`src/rtl/pipelined_cla_addsub.sv`:
```
// Two-stage pipelined carry-lookahead adder/subtractor with valid/ready
// handshake. Stage 1 registers bit and group generate/propagate terms;
// stage 2 resolves the carries and registers sum and flags.
module pipelined_cla_addsub #(
  parameter int N     = 16,
  parameter int G     = 4,
  parameter int TAG_W = 4
) (
  input  logic             clk,
  input  logic             rst_n,
  input  logic             in_valid,
  output logic             in_ready,
  input  logic [N-1:0]     a,
  input  logic [N-1:0]     b,
  input  logic             cin,
  input  logic             sub,
  input  logic [TAG_W-1:0] in_tag,
  output logic             out_valid,
  input  logic             out_ready,
  output logic [N-1:0]     sum,
  output logic             cout,
  output logic             ovf,
  output logic             zero,
  output logic [TAG_W-1:0] out_tag
);

  localparam int NG = N / G;

  // Stage 1 state: per-bit and per-group lookahead terms.
  logic [N-1:0]     p1_q, g1_q;
  logic [NG-1:0]    gp1_q, gg1_q;
  logic             c0_q;
  logic [TAG_W-1:0] tag1_q;
  logic             v1_q;

  // Stage 2 state: final result, driven straight to the outputs.
  logic [N-1:0]     sum_q;
  logic             cout_q, ovf_q, zero_q;
  logic [TAG_W-1:0] tag2_q;
  logic             v2_q;

  // Next-state values for both stages.
  logic [N-1:0]     p_d, g_d;
  logic [NG-1:0]    gp_d, gg_d;
  logic [N:0]       c_d;
  logic [N-1:0]     sum_d;

  logic s1_adv, s2_adv;

  // A stage may advance when it is empty or the stage after it is moving.
  assign s2_adv   = !v2_q || out_ready;
  assign s1_adv   = !v1_q || s2_adv;
  assign in_ready = s1_adv;

  // Bit generate/propagate on the conditionally inverted B, then group terms.
  always_comb begin : grp_terms
    logic [N-1:0] bx;
    logic         gp_t, gg_t;
    // NOTE: every combinational output gets a default first so no path
    // through the loops can leave a value unassigned and infer a latch.
    gp_d = '0;
    gg_d = '0;
    bx   = b ^ {N{sub}};
    p_d  = a ^ bx;
    g_d  = a & bx;
    for (int j = 0; j < NG; j++) begin
      gp_t = 1'b1;
      gg_t = 1'b0;
      for (int k = 0; k < G; k++) begin
        gg_t = g_d[j*G+k] | (p_d[j*G+k] & gg_t);
        gp_t = gp_t & p_d[j*G+k];
      end
      gp_d[j] = gp_t;
      gg_d[j] = gg_t;
    end
  end

  // Group carries from the group terms, then per-bit carries inside each group.
  always_comb begin : carry_resolve
    logic c_grp, c_bit;
    c_d   = '0;
    c_grp = c0_q;
    for (int j = 0; j < NG; j++) begin
      c_bit = c_grp;
      for (int k = 0; k < G; k++) begin
        c_d[j*G+k] = c_bit;
        c_bit      = g1_q[j*G+k] | (p1_q[j*G+k] & c_bit);
      end
      c_grp = gg1_q[j] | (gp1_q[j] & c_grp);
    end
    c_d[N] = c_grp;
    sum_d  = p1_q ^ c_d[N-1:0];
  end

  // Stage 1 register: captures operands-derived terms whenever it may advance.
  // NOTE: data registers are reset too, so outputs read as zero during reset.
  always_ff @(posedge clk or negedge rst_n) begin
    if (!rst_n) begin
      // NOTE: sequential state uses non-blocking assignments so every
      // register samples the pre-edge values of the others.
      p1_q   <= '0;
      g1_q   <= '0;
      gp1_q  <= '0;
      gg1_q  <= '0;
      c0_q   <= 1'b0;
      tag1_q <= '0;
      v1_q   <= 1'b0;
    end else if (s1_adv) begin
      p1_q   <= p_d;
      g1_q   <= g_d;
      gp1_q  <= gp_d;
      gg1_q  <= gg_d;
      c0_q   <= cin ^ sub;
      tag1_q <= in_tag;
      v1_q   <= in_valid;
    end
  end

  // Stage 2 register: holds the result steady while downstream stalls.
  always_ff @(posedge clk or negedge rst_n) begin
    if (!rst_n) begin
      sum_q  <= '0;
      cout_q <= 1'b0;
      ovf_q  <= 1'b0;
      zero_q <= 1'b0;
      tag2_q <= '0;
      v2_q   <= 1'b0;
    end else if (s2_adv) begin
      sum_q  <= sum_d;
      cout_q <= c_d[N];
      ovf_q  <= c_d[N] ^ c_d[N-1];
      zero_q <= (sum_d == '0);
      tag2_q <= tag1_q;
      v2_q   <= v1_q;
    end
  end

  assign out_valid = v2_q;
  assign sum       = sum_q;
  assign cout      = cout_q;
  assign ovf       = ovf_q;
  assign zero      = zero_q;
  assign out_tag   = tag2_q;

endmodule

```
`config.mk`:
```
export PLATFORM = sky130hd
export DESIGN_NAME = pipelined_cla_addsub
export DESIGN_NICKNAME = d
export VERILOG_FILES = /design/src/rtl/pipelined_cla_addsub.sv
export SDC_FILE = /design/constraint.sdc
export NUM_CORES = 1
export LEC_CHECK = 0
export CAP_MARGIN = 20
export CORE_UTILIZATION = 30
export DETAILED_ROUTE_END_ITERATION = 6
export DONT_BUFFER_PORTS = 1
export SETUP_SLACK_MARGIN = 0.05
export SLEW_MARGIN = 20
export SYNTH_ARGS = -nofsm -noshare
export SYNTH_HDL_FRONTEND = slang
export SYNTH_SLANG_ARGS = --single-unit
```
`constraint.sdc`:
```
create_clock -name clk -period 3.1 [get_ports clk]
set_clock_uncertainty 0.1 [all_clocks]
set_input_delay 0.465 -clock clk [delete_from_list [all_inputs] [get_ports clk]]
set_output_delay 0.465 -clock clk [all_outputs]
set_load 0.02 [all_outputs]
```
; Word-level counts from Yosys, hierarchy flattened
; Cells that the tools add are included.
[totals]
wordCells = 92
input_bits = 42
regBits = 69
[op_classes]
bitwise_logic = 74
n_reduce_logical = 5
[ops]
columns = op, count
row1 = $xor A16 B16 Y16, 3
row2 = $and A1 B1 Y1, 40
row3 = $or A1 B1 Y1, 28
row4 = $and A16 B16 Y16, 1
row5 = $logic_not A16 Y1, 1
row6 = $logic_not A1 Y1, 2
row7 = $logic_or A1 B1 Y1, 2
row8 = $xor A1 B1 Y1, 2

; Logic depth before layout (Yosys ltp)
; Gate-level depths: netlist (run 1).
[logic_depth]
ltp_word = 14
ltp_mapped = 12

; Least setup slack after synthesis (run 1)
; OpenSTA, ideal clock, no wires.
[synth_path]
path_kind = register to register
from = reg c0_q
to = reg zero_q (netlist: zero)
period_less_slack_ps = 2748
setup_time_ps = 83
arrival_ps = 2566
stages_incl_launch_ff = 13
slack_ps = 352
path_cell_list = dfrtp_1 > a21o_1 > a21o_1 > a21o_1 > ha_1 > or2_2 > ha_1 > or2_2 > ha_1 > nor2_1 > xor2_1 > nand4_1 > o21ai_0
[synth_via]
elab_chain_cells = 14
word_cells_on_any_way = 32
classes_between = 31 x bitwise / 1 x reduce/logical
[synth_rtl]
columns = item, line
row1 = "start, declared", 32  ; logic c0_q;
row2 = "start signal, assigned", 113  ; c0_q <= cin ^ sub;
row3 = $and A1 B1 Y1, 89  ; c_grp = gg1_q[j] | (gp1_q[j] & c_grp);
row4 = $or A1 B1 Y1, 89
row5 = $and A1 B1 Y1, 89
row6 = $or A1 B1 Y1, 89
row7 = $and A1 B1 Y1, 89
row8 = $or A1 B1 Y1, 89
row9 = $and A1 B1 Y1, 87  ; c_bit = g1_q[j*G+k] | (p1_q[j*G+k] & c_bit);
row10 = $or A1 B1 Y1, 87
row11 = $and A1 B1 Y1, 87
row12 = $or A1 B1 Y1, 87
row13 = $and A1 B1 Y1, 87
row14 = $or A1 B1 Y1, 87
row15 = $xor A16 B16 Y16 (*), 92  ; sum_d = p1_q ^ c_d[N-1:0];
row16 = $logic_not A16 Y1 (*), 132  ; zero_q <= (sum_d == '0);
row17 = "end signal, assigned", 132
row18 = "end, declared", 38  ; logic cout_q, ovf_q, zero_q;
; Mark *: on every way between the ends. The rest lies on a longest branch, timed or not.
; A chain may end at the register's enable or synchronous reset.

; Worst setup path after layout (run 1)
; Ends and elaborated chain as after synthesis.

==> impl_metrics.ini, run 1 <==
[run_status]
status = completed

[floorplan]
io_pins = 67
die_area_um2 = 11450
die_y_um = 107.0
core_area_um2 = 10510
die_x_um = 107.0
start_util_pct = 31.47
core.rowCount = 37

[clocking]
htree_levels = 3
clk_pin_slew_worst_paths_ns = 0.08
cts_root_buf = clkbuf_8
cts_made_buffers = 9
postCtsSetupRepairBufs = 0
clock_latency_ns = 0.35
cts.sinks = 66
cts_tree = built
cts_max_path_buffers = 2

[global_routing]
grt_use_met3_pct = 4.559
track_usage_pct = 13.76
antenna_found_initial = 0
grt-busiest-layer = met2
grt_pass1_wl_um = 11860
grt_max_degree = 67
grt_overflow_total = 0
met2_usage_pct = 20.83
grt_pass1_vias = 2279
grtUsageMet1_pct = 17.07

[pwr]
ir_drop_mv = 0.1899
p_leak_uw = 0.001833
p_per_area_nw_per_um2 = 679.7

[yosys]
ys_types = 27
syn-num-nets = 428
yosysWarnings = 0
ys_seq_elements = 66
syn-cell-area_um2 = 3307
synth_cells = 358
avgSynthCellArea_um2 = 9.237
synth-seq-area-share_pct = 49.94

[route]
drtIter0Drc = 98
wire_per_inst_um = 14.76
via_count = 2304
drt_pass1_iterations = 4
wirelength_um = 7350
ant_nets = 0
drc = 0
viasPerCell = 4.627

[place]
placed_cell_area_um2 = 3369
dp_hpwl_um = 5355
place_congestion = 0.8106
portBuffers = 0
place_ws_ns = 0.1663

[critical_path]
reg2reg_slack_ns = 0.25
cp_top_family = compound AO/OA/AOI/OAI gates
path_buf_inv = 0
worstSetupEndpointType = flip-flop
crit_type = reg2reg
r2r-end = zero
cp.required_ns = 3.27
startpoint_type = flip-flop
worstPathCellList = a21o_1 > a21o_1 > a21o_1 > ha_1 > or2_2 > ha_1 > or2_2 > ha_1 > nor2_2 > xor2_1 > nand4_1 > o21ai_0
cp.arrival_ns = 3.02
cpPeakStageDelay_ns = 0.40
reg2reg_depth = 12
reg2reg_from = c0_q
critPathSlowestCell = dfrtp_1
cp_max_fo = 4

[layout]
drive_above_1_share_pct = 9.116
stdcell_area_um2 = 3606
antenna_cells = 0
fin_util_pct = 34.31
nNetsFinal = 427
area_growth_pct = 9.043

[timing]
setup_viol = 0
worst_pin_slew_ns = 0.8823
rsz0062_at_grt = no
min_period_ns = 2.852
finalCritPeriodShare_pct = 92.01
finalMaxSlewViolations = 0
hold-worst-slack_ns = 0.1234
timing_hold_violations_final = 0
max_slew_margin_pct = 41.18
fin_tns_setup_ns = 0
fin_ws_ns = 0.2476
max_freq_mhz = 350.6

[worst_hold_path]
holdCritPathClass = in2reg
min-delay-start = in_tag[0]
whs_endpoint = tag1_q[0]
min_path_cells = 2

[run]
maxCapViolations = 0
[registers in the layout, summed over array words and instances, names as in the netlist]
signal,cells
tag1_q,4
sum,16
zero,1
g1_q,12
ovf,1
p1_q,16
v1_q,1
gg1_q,4
out_tag,4
out_valid,1
c0_q,1
gp1_q,4
cout,1
[cell usage after synthesis (all sizes together)]
cell type / count / area share (%)
a21o: 3 / 0.68
a21oi: 10 / 1.5
a22oi: 2 / 0.61
a31o: 1 / 0.26
and2: 1 / 0.26
buf: 14 / 3.5
clkbuf: 2 / 0.23
dfrtp: 66 / 50
ha: 28 / 11
inv: 1 / 0.11
nand2: 155 / 18
nand2b: 4 / 0.76
nand4: 6 / 1.1
nor2: 12 / 1.4
nor2b: 5 / 1.2
nor4: 3 / 0.57
o211a: 1 / 0.30
o21a: 1 / 0.23
o21ai: 14 / 2.1
or2: 8 / 1.5
xnor2: 1 / 0.26
xor2: 20 / 5.3
[metal layers]
metal / vias up / routed length, um / part of all wire [%]
li1: 1145 / - / -
met1: 1084 / 3298 / 45
met2: 58 / 3317 / 45
met3: 17 / 530 / 7.2
met4: 0 / 204 / 2.8
met5: - / 0 / 0
[placed cells by master (no fill, tap or decap), types with 2 or more instances in the layout]
cell | synthesis | layout
o21ai_0 | 11 | 11
ha_1 | 28 | 28
o21ai_1 | 3 | 3
nand2_1 | 155 | 155
a21o_1 | 3 | 3
nor2_1 | 12 | 11
clkbuf_8 | 0 | 12
a21oi_1 | 10 | 10
nand2b_1 | 4 | 4
nand4_1 | 6 | 6
clkinvlp_4 | 0 | 2
xor2_1 | 20 | 20
clkinv_2 | 0 | 2
or2_2 | 8 | 8
dfrtp_1 | 66 | 66
buf_4 | 3 | 2
nor4_1 | 3 | 2
nor2b_1 | 4 | 4
[metrics by stage]
| stage | power, uW | std cells |
|---|---|---|
| finish | 2451 | 498 |
| global route | 2608 | 498 |
| CTS | 2472 | 498 |
| detailed placement | 1764 | 480 |
| global placement | 1748 | 480 |
| floorplan | 1612 | 358 |
[layout make-up]
class	instances	area, um2
timing repair buffer	4	52.55
sequential	66	1652
multi-input combinational	275	1538
tap	136	170.2
fill	1062	6903
clock inverter	4	25.02
clock buffer	12	165.2
inverter	1	3.754
[power breakdown]
part | leakage, uW | switching, uW | internal (uW)
Combinational | 0.000931 | 293 | 206
Clock | 0.0000944 | 333 | 353
Sequential | 0.000807 | 239 | 1030
[logic make-up (layout without fill, tap and decap cells)]
family | Yosys count | count (layout) | share of synthesized area [%]
XOR/XNOR | 21 | 21 | 5.562
AND/OR/NAND/NOR | 194 | 194 | 24.37
flip-flops | 66 | 66 | 49.94
adder cells (fa/ha/maj) | 28 | 28 | 10.59
buffers and inverters | 17 | 21 | 3.821
AO/OA/AOI/OAI | 32 | 32 | 5.713
[how the worst max path moves through the flow]
stage,startpoint,endpoint,slack [ns],cells after the start
after detailed placement,c0_q,zero,0.17,12
after global placement,c0_q,zero,0.23,12
after global routing,c0_q,zero,0.05,12
after CTS,c0_q,zero,0.16,12
final,c0_q,zero,0.25,12
after floorplan,c0_q,zero,0.35,12
[repair_timing]
item,4_1_cts,5_1_grt
hold buffers,2,0
endpoints found under the hold margin,66,0
setup endpoints to repair,0,1
gates resized for setup,0,2
Note: power is estimated with default switching activity, not from simulation.
==> run 2, diff against run 1 <==
--- a/config.mk
+++ b/config.mk
@@ -6,7 +6,9 @@
 export NUM_CORES = 1
 export LEC_CHECK = 0
 export CAP_MARGIN = 20
+export CORE_ASPECT_RATIO = 2
 export CORE_UTILIZATION = 30
+export CTS_CLUSTER_DIAMETER = 120
 export DETAILED_ROUTE_END_ITERATION = 6
 export DONT_BUFFER_PORTS = 1
 export SETUP_SLACK_MARGIN = 0.05
==> run 2 against run 1 <==
  * Clock-buffer cell count grew 2
  * Total power up 14%
  * Critical path depth did not move
  * Largest cell class unchanged
==> impl_metrics.ini, run 2 (same netlist as run 1, synthesis figures left out) <==
[critical_path]
critPathSlowestCell = dfrtp_1
cp.required_ns = 3.24
cp.arrival_ns = 3.03
worstSetupEndpointType = flip-flop
cp_max_fo = 4
r2r-end = zero
reg2reg_slack_ns = 0.21
startpoint_type = flip-flop
crit_type = reg2reg
setup.worst_path.start = c0_q
cpPeakStageDelay_ns = 0.39
reg2reg_from = c0_q
worstPathCellList = a21o_1 > a21o_1 > a21o_1 > ha_1 > or2_2 > ha_1 > or2_2 > ha_1 > nor2_4 > xor2_2 > nand4_1 > o21ai_1
reg2reg_depth = 12

[place]
dp.cells = 481
portBuffers = 0
place_congestion = 0.8381
dp_hpwl_um = 5694

[route]
via_count = 2350
viasPerCell = 4.709
ant_nets = 0
drt_pass1_iterations = 5
drc = 0
wire_per_inst_um = 14.68
drtIter0Drc = 174
wirelength_um = 7323

[timing]
timing_hold_violations_final = 0
worst_pin_slew_ns = 0.8300
finalCritPeriodShare_pct = 93.17
fin_tns_setup_ns = 0
finalMaxSlewViolations = 0
setup_viol = 0
max_slew_margin_pct = 44.67
max_freq_mhz = 346.2
min_period_ns = 2.888
rsz0062_at_grt = no

[layout]
drive_above_1_share_pct = 8.564
area_growth_pct = 12.75
mostFrequentLayoutCells = nand2_1 (155), dfrtp_1 (66), ha_1 (28)
final_common_cell = nand2_1
antenna_cells = 0
nNetsFinal = 427
finalNonFillerCells = 499

[global_routing]
grt_overflow_total = 0
track_usage_pct = 13.90
grt_max_degree = 67
grt_pass1_vias = 2436
grt_pass1_wl_um = 12100
antenna_found_initial = 0

[floorplan]
die_x_um = 76.24
core.rowCount = 53
die_y_um = 150.5
die_area_um2 = 11470
start_util_pct = 31.17
core_area_um2 = 10610
io_pins = 67

[clocking]
clk_pin_slew_worst_paths_ns = 0.05
clock_latency_ns = 0.32
cts_root_buf = clkbuf_16
cts_tree = built
cts.sinks = 66
cts_max_path_buffers = 2
htree_levels = 3
postCtsSetupRepairBufs = 0
cts_made_buffers = 9

[pwr]
switching_share_pct = 31.75
seqPwrFrac_pct = 45.6
combPwrFrac_pct = 18.1
ir_drop_mv = 0.2708
switchingPower_uw = 885.5
p_clk_share_pct = 36.3
p_leak_uw = 0.001887
p_int_uw = 1904
p_per_area_nw_per_um2 = 748.0

[worst_hold_path]
min_path_cells = 2
holdCritPathClass = in2reg
min-delay-start = in_tag[2]
whs_endpoint = tag1_q[2]

[run_status]
status = completed

[run]
maxCapViolations = 0
-- run 2: worst max-delay path: cells and delay by family (launching register included) --
kind | cells | cell delay, ns
AO/OA/AOI/OAI | 4 | 0.81
XOR/XNOR | 1 | 0.18
AND/OR/NAND/NOR | 4 | 0.79
adder cells (fa/ha/maj) | 3 | 0.55
flip-flops | 1 | 0.39
-- run 2: per-stage QoR --
step | setup slack [ns] | util [%] | area (um2) | hold WS, ns | total power (uW)
2_1_floorplan | 0.3518 | - | 3307 | 0.06941 | 1612
3_3_place_gp | 0.2286 | 31.77 | 3371 | 0.07155 | 1751
3_5_place_dp | 0.08690 | 31.77 | 3371 | 0.07163 | 1766
4_1_cts | 0.06214 | 34.94 | 3707 | 0.1465 | 2805
5_1_grt | 0.03813 | 35.14 | 3729 | 0.1614 | 2950
6_report | 0.2119 | 35.14 | 3729 | 0.1535 | 2789
-- run 2: power groups by stage --
stage | logic, uW | clock network (uW) | registers, uW
2_1_floorplan | 376 | 0 | 1240
3_3_place_gp | 465 | 0 | 1290
3_5_place_dp | 473 | 0 | 1290
4_1_cts | 501 | 1020 | 1280
5_1_grt | 587 | 1070 | 1290
6_report | 504 | 1010 | 1270
-- run 2: area by class of cell --
type | count | area [um2]
clock buffer | 14 | 264.0
clock inverter | 2 | 35.03
fill | 1152 | 6882
inverter | 1 | 3.754
multi-input combinational | 275 | 1550
sequential | 66 | 1652
tap | 137 | 171.4
timing repair buffer | 4 | 52.55
-- run 2: how the worst max path moves through the flow --
stage	cells past startpoint	endpoint
2_1_floorplan	12	zero
3_3_place_gp	12	zero
3_5_place_dp	12	zero
4_1_cts	12	zero
5_1_grt	12	zero
6_report	12	zero
-- run 2: timing repair --
action	CTS	global route
gates resized for setup	0	5
hold buffers	2	0
hold endpoints to repair	66	0
endpoints found under the setup margin	0	1
-- run 2: routing by layer --
| metal | GRT usage, % | share of wire [%] |
|---|---|---|
| met5 | 0 | 0 |
| met4 | 6.827 | 3.2 |
| met2 | 25.95 | 54 |
| met1 | 14.78 | 39 |
| met3 | 2.606 | 3.8 |
==> run 3, diff against run 2 <==
--- a/config.mk
+++ b/config.mk
@@ -7,7 +7,7 @@
 export LEC_CHECK = 0
 export CAP_MARGIN = 20
 export CORE_ASPECT_RATIO = 2
-export CORE_UTILIZATION = 30
+export CORE_UTILIZATION = 35
 export CTS_CLUSTER_DIAMETER = 120
 export DETAILED_ROUTE_END_ITERATION = 6
 export DONT_BUFFER_PORTS = 1
==> run 3 against run 2 <==
  * The run now ends with DRC left
  * Sequential cell count did not move
  * Utilization grew 4.9 points
  * Register-to-register slack hardly changed
  * Cell area down 2.6%
  * Critical endpoint unchanged
  * Largest cell class unchanged
  * Highest routed layer unchanged
==> impl_metrics.ini, run 3 (same netlist as run 1, synthesis figures left out) <==
[global_routing]
grt_pass1_wl_um = 12410
track_usage_pct = 16.66
antenna_found_initial = 0
grt_overflow_total = 0
grt_max_degree = 67
grt_pass1_vias = 2459

[critical_path]
cp.required_ns = 3.25
cp.arrival_ns = 3.06
startpoint_type = flip-flop
reg2reg_slack_ns = 0.20
r2r-end = zero
cp_max_fo = 4
reg2reg_depth = 11
crit_type = reg2reg
reg2reg_from = c0_q
worstSetupEndpointType = flip-flop

[place]
placed_cell_area_um2 = 3327
portBuffers = 0
place_congestion = 0.8417
dp_hpwl_um = 5578

[clocking]
postCtsSetupRepairBufs = 0
cts_tree = built
cts_max_path_buffers = 2
cts.sinks = 66
htree_levels = 3
clk_pin_slew_worst_paths_ns = 0.05
cts_root_buf = clkbuf_16
clock_latency_ns = 0.33
cts_made_buffers = 9

[timing]
max_slew_margin_pct = 46.95
finalCritPeriodShare_pct = 93.59
max_freq_mhz = 344.7
finalMaxSlewViolations = 0
worst_pin_slew_ns = 0.7957
fin_tns_setup_ns = 0
min_period_ns = 2.901
timing_hold_violations_final = 0
rsz0062_at_grt = no
setup_viol = 0

[route]
drt_pass1_iterations = 6
drtIter0Drc = 154
viasPerCell = 4.942
ant_nets = 0
via_count = 2293
drc = 6
wire_per_inst_um = 15.92
wirelength_um = 7388

[floorplan]
die_area_um2 = 9864
die_y_um = 139.5
start_util_pct = 36.45
core_area_um2 = 9074
core.rowCount = 49
die_x_um = 70.73
io_pins = 67

[pwr]
p_per_area_nw_per_um2 = 734.5
p_leak_uw = 0.001871
p_clk_share_pct = 34.0
switching_share_pct = 32.84
combPwrFrac_pct = 18.5
ir_drop_mv = 0.2878
switchingPower_uw = 876.3
seqPwrFrac_pct = 47.5
p_int_uw = 1792

[layout]
nNetsFinal = 427
final_common_cell = nand2_1
antenna_cells = 0
mostFrequentLayoutCells = nand2_1 (155), dfrtp_1 (66), ha_1 (28)
stdcell_area_um2 = 3632
drive_above_1_share_pct = 8.011
area_growth_pct = 9.837

[worst_hold_path]
min_path_cells = 1
holdCritPathClass = in2reg
min-delay-start = in_valid
whs_endpoint = v1_q

[run_status]
status = finished, violations left
failed_checks = DRC

[run]
maxCapViolations = 0
run 3: worst max-delay path by stage:
stage,start,end,slack (ns)
2_1_floorplan,c0_q,zero,0.35
3_3_place_gp,c0_q,zero,0.23
3_5_place_dp,c0_q,zero,0.16
4_1_cts,c0_q,zero,0.15
5_1_grt,c0_q,zero,0.05
6_report,c0_q,zero,0.20
run 3: metrics by stage:
step	hold slack [ns]	power, uW	instances	util [%]	worst slack [ns]
6_report	0.1436	2668	464	40.03	0.1986
5_1_grt	0.1399	2822	464	40.03	0.05169
4_1_cts	0.1351	2699	464	40.00	0.1528
3_5_place_dp	0.07115	1761	446	36.67	0.1611
3_3_place_gp	0.07132	1744	446	36.67	0.2342
2_1_floorplan	0.06941	1612	358	-	0.3518
run 3: final cells by class:
cell class / count / area (um2)
inverters: 1 / 3.754
clock buffers: 13 / 250.2
well taps: 102 / 127.6
fillers: 925 / 5441
clock inverters: 3 / 15.01
flip-flops and latches: 66 / 1652
multi-input cells: 275 / 1531
repair buffers: 4 / 52.55
run 3: worst max-delay path, cell delays in order (launching register included):
cell and delay, ns:
dfrtp_1 0.40, a21o_1 0.21, a21o_1 0.22, a21o_1 0.19, ha_1 0.17, or2_2 0.27, ha_1 0.17, or2_2 0.27
ha_1 0.31, nor4_1 0.20, nand4_1 0.13, o21ai_0 0.18
run 3: routing by layer:
layer / vias up / share of wire [%] / GRT usage, %
met5: - / 0 / 0
met4: 0 / 3.0 / 8.421
met3: 12 / 3.9 / 4.272
met2: 46 / 55 / 29.55
met1: 1089 / 38 / 17.88
li1: 1146 / - / -
run 3: timing repair:
item / 4_1_cts / 5_1_grt
hold endpoints to repair: 66 / 0
setup endpoints to repair: 0 / 1
resized for setup: 0 / 1
hold buffers: 2 / 0
run 3: power groups by stage:
stage / combinational (uW) / sequential, uW / clock [uW]
2_1_floorplan: 376 / 1240 / 0
3_3_place_gp: 465 / 1280 / 0
3_5_place_dp: 474 / 1290 / 0
4_1_cts: 500 / 1270 / 927
5_1_grt: 565 / 1290 / 966
6_report: 493 / 1270 / 908
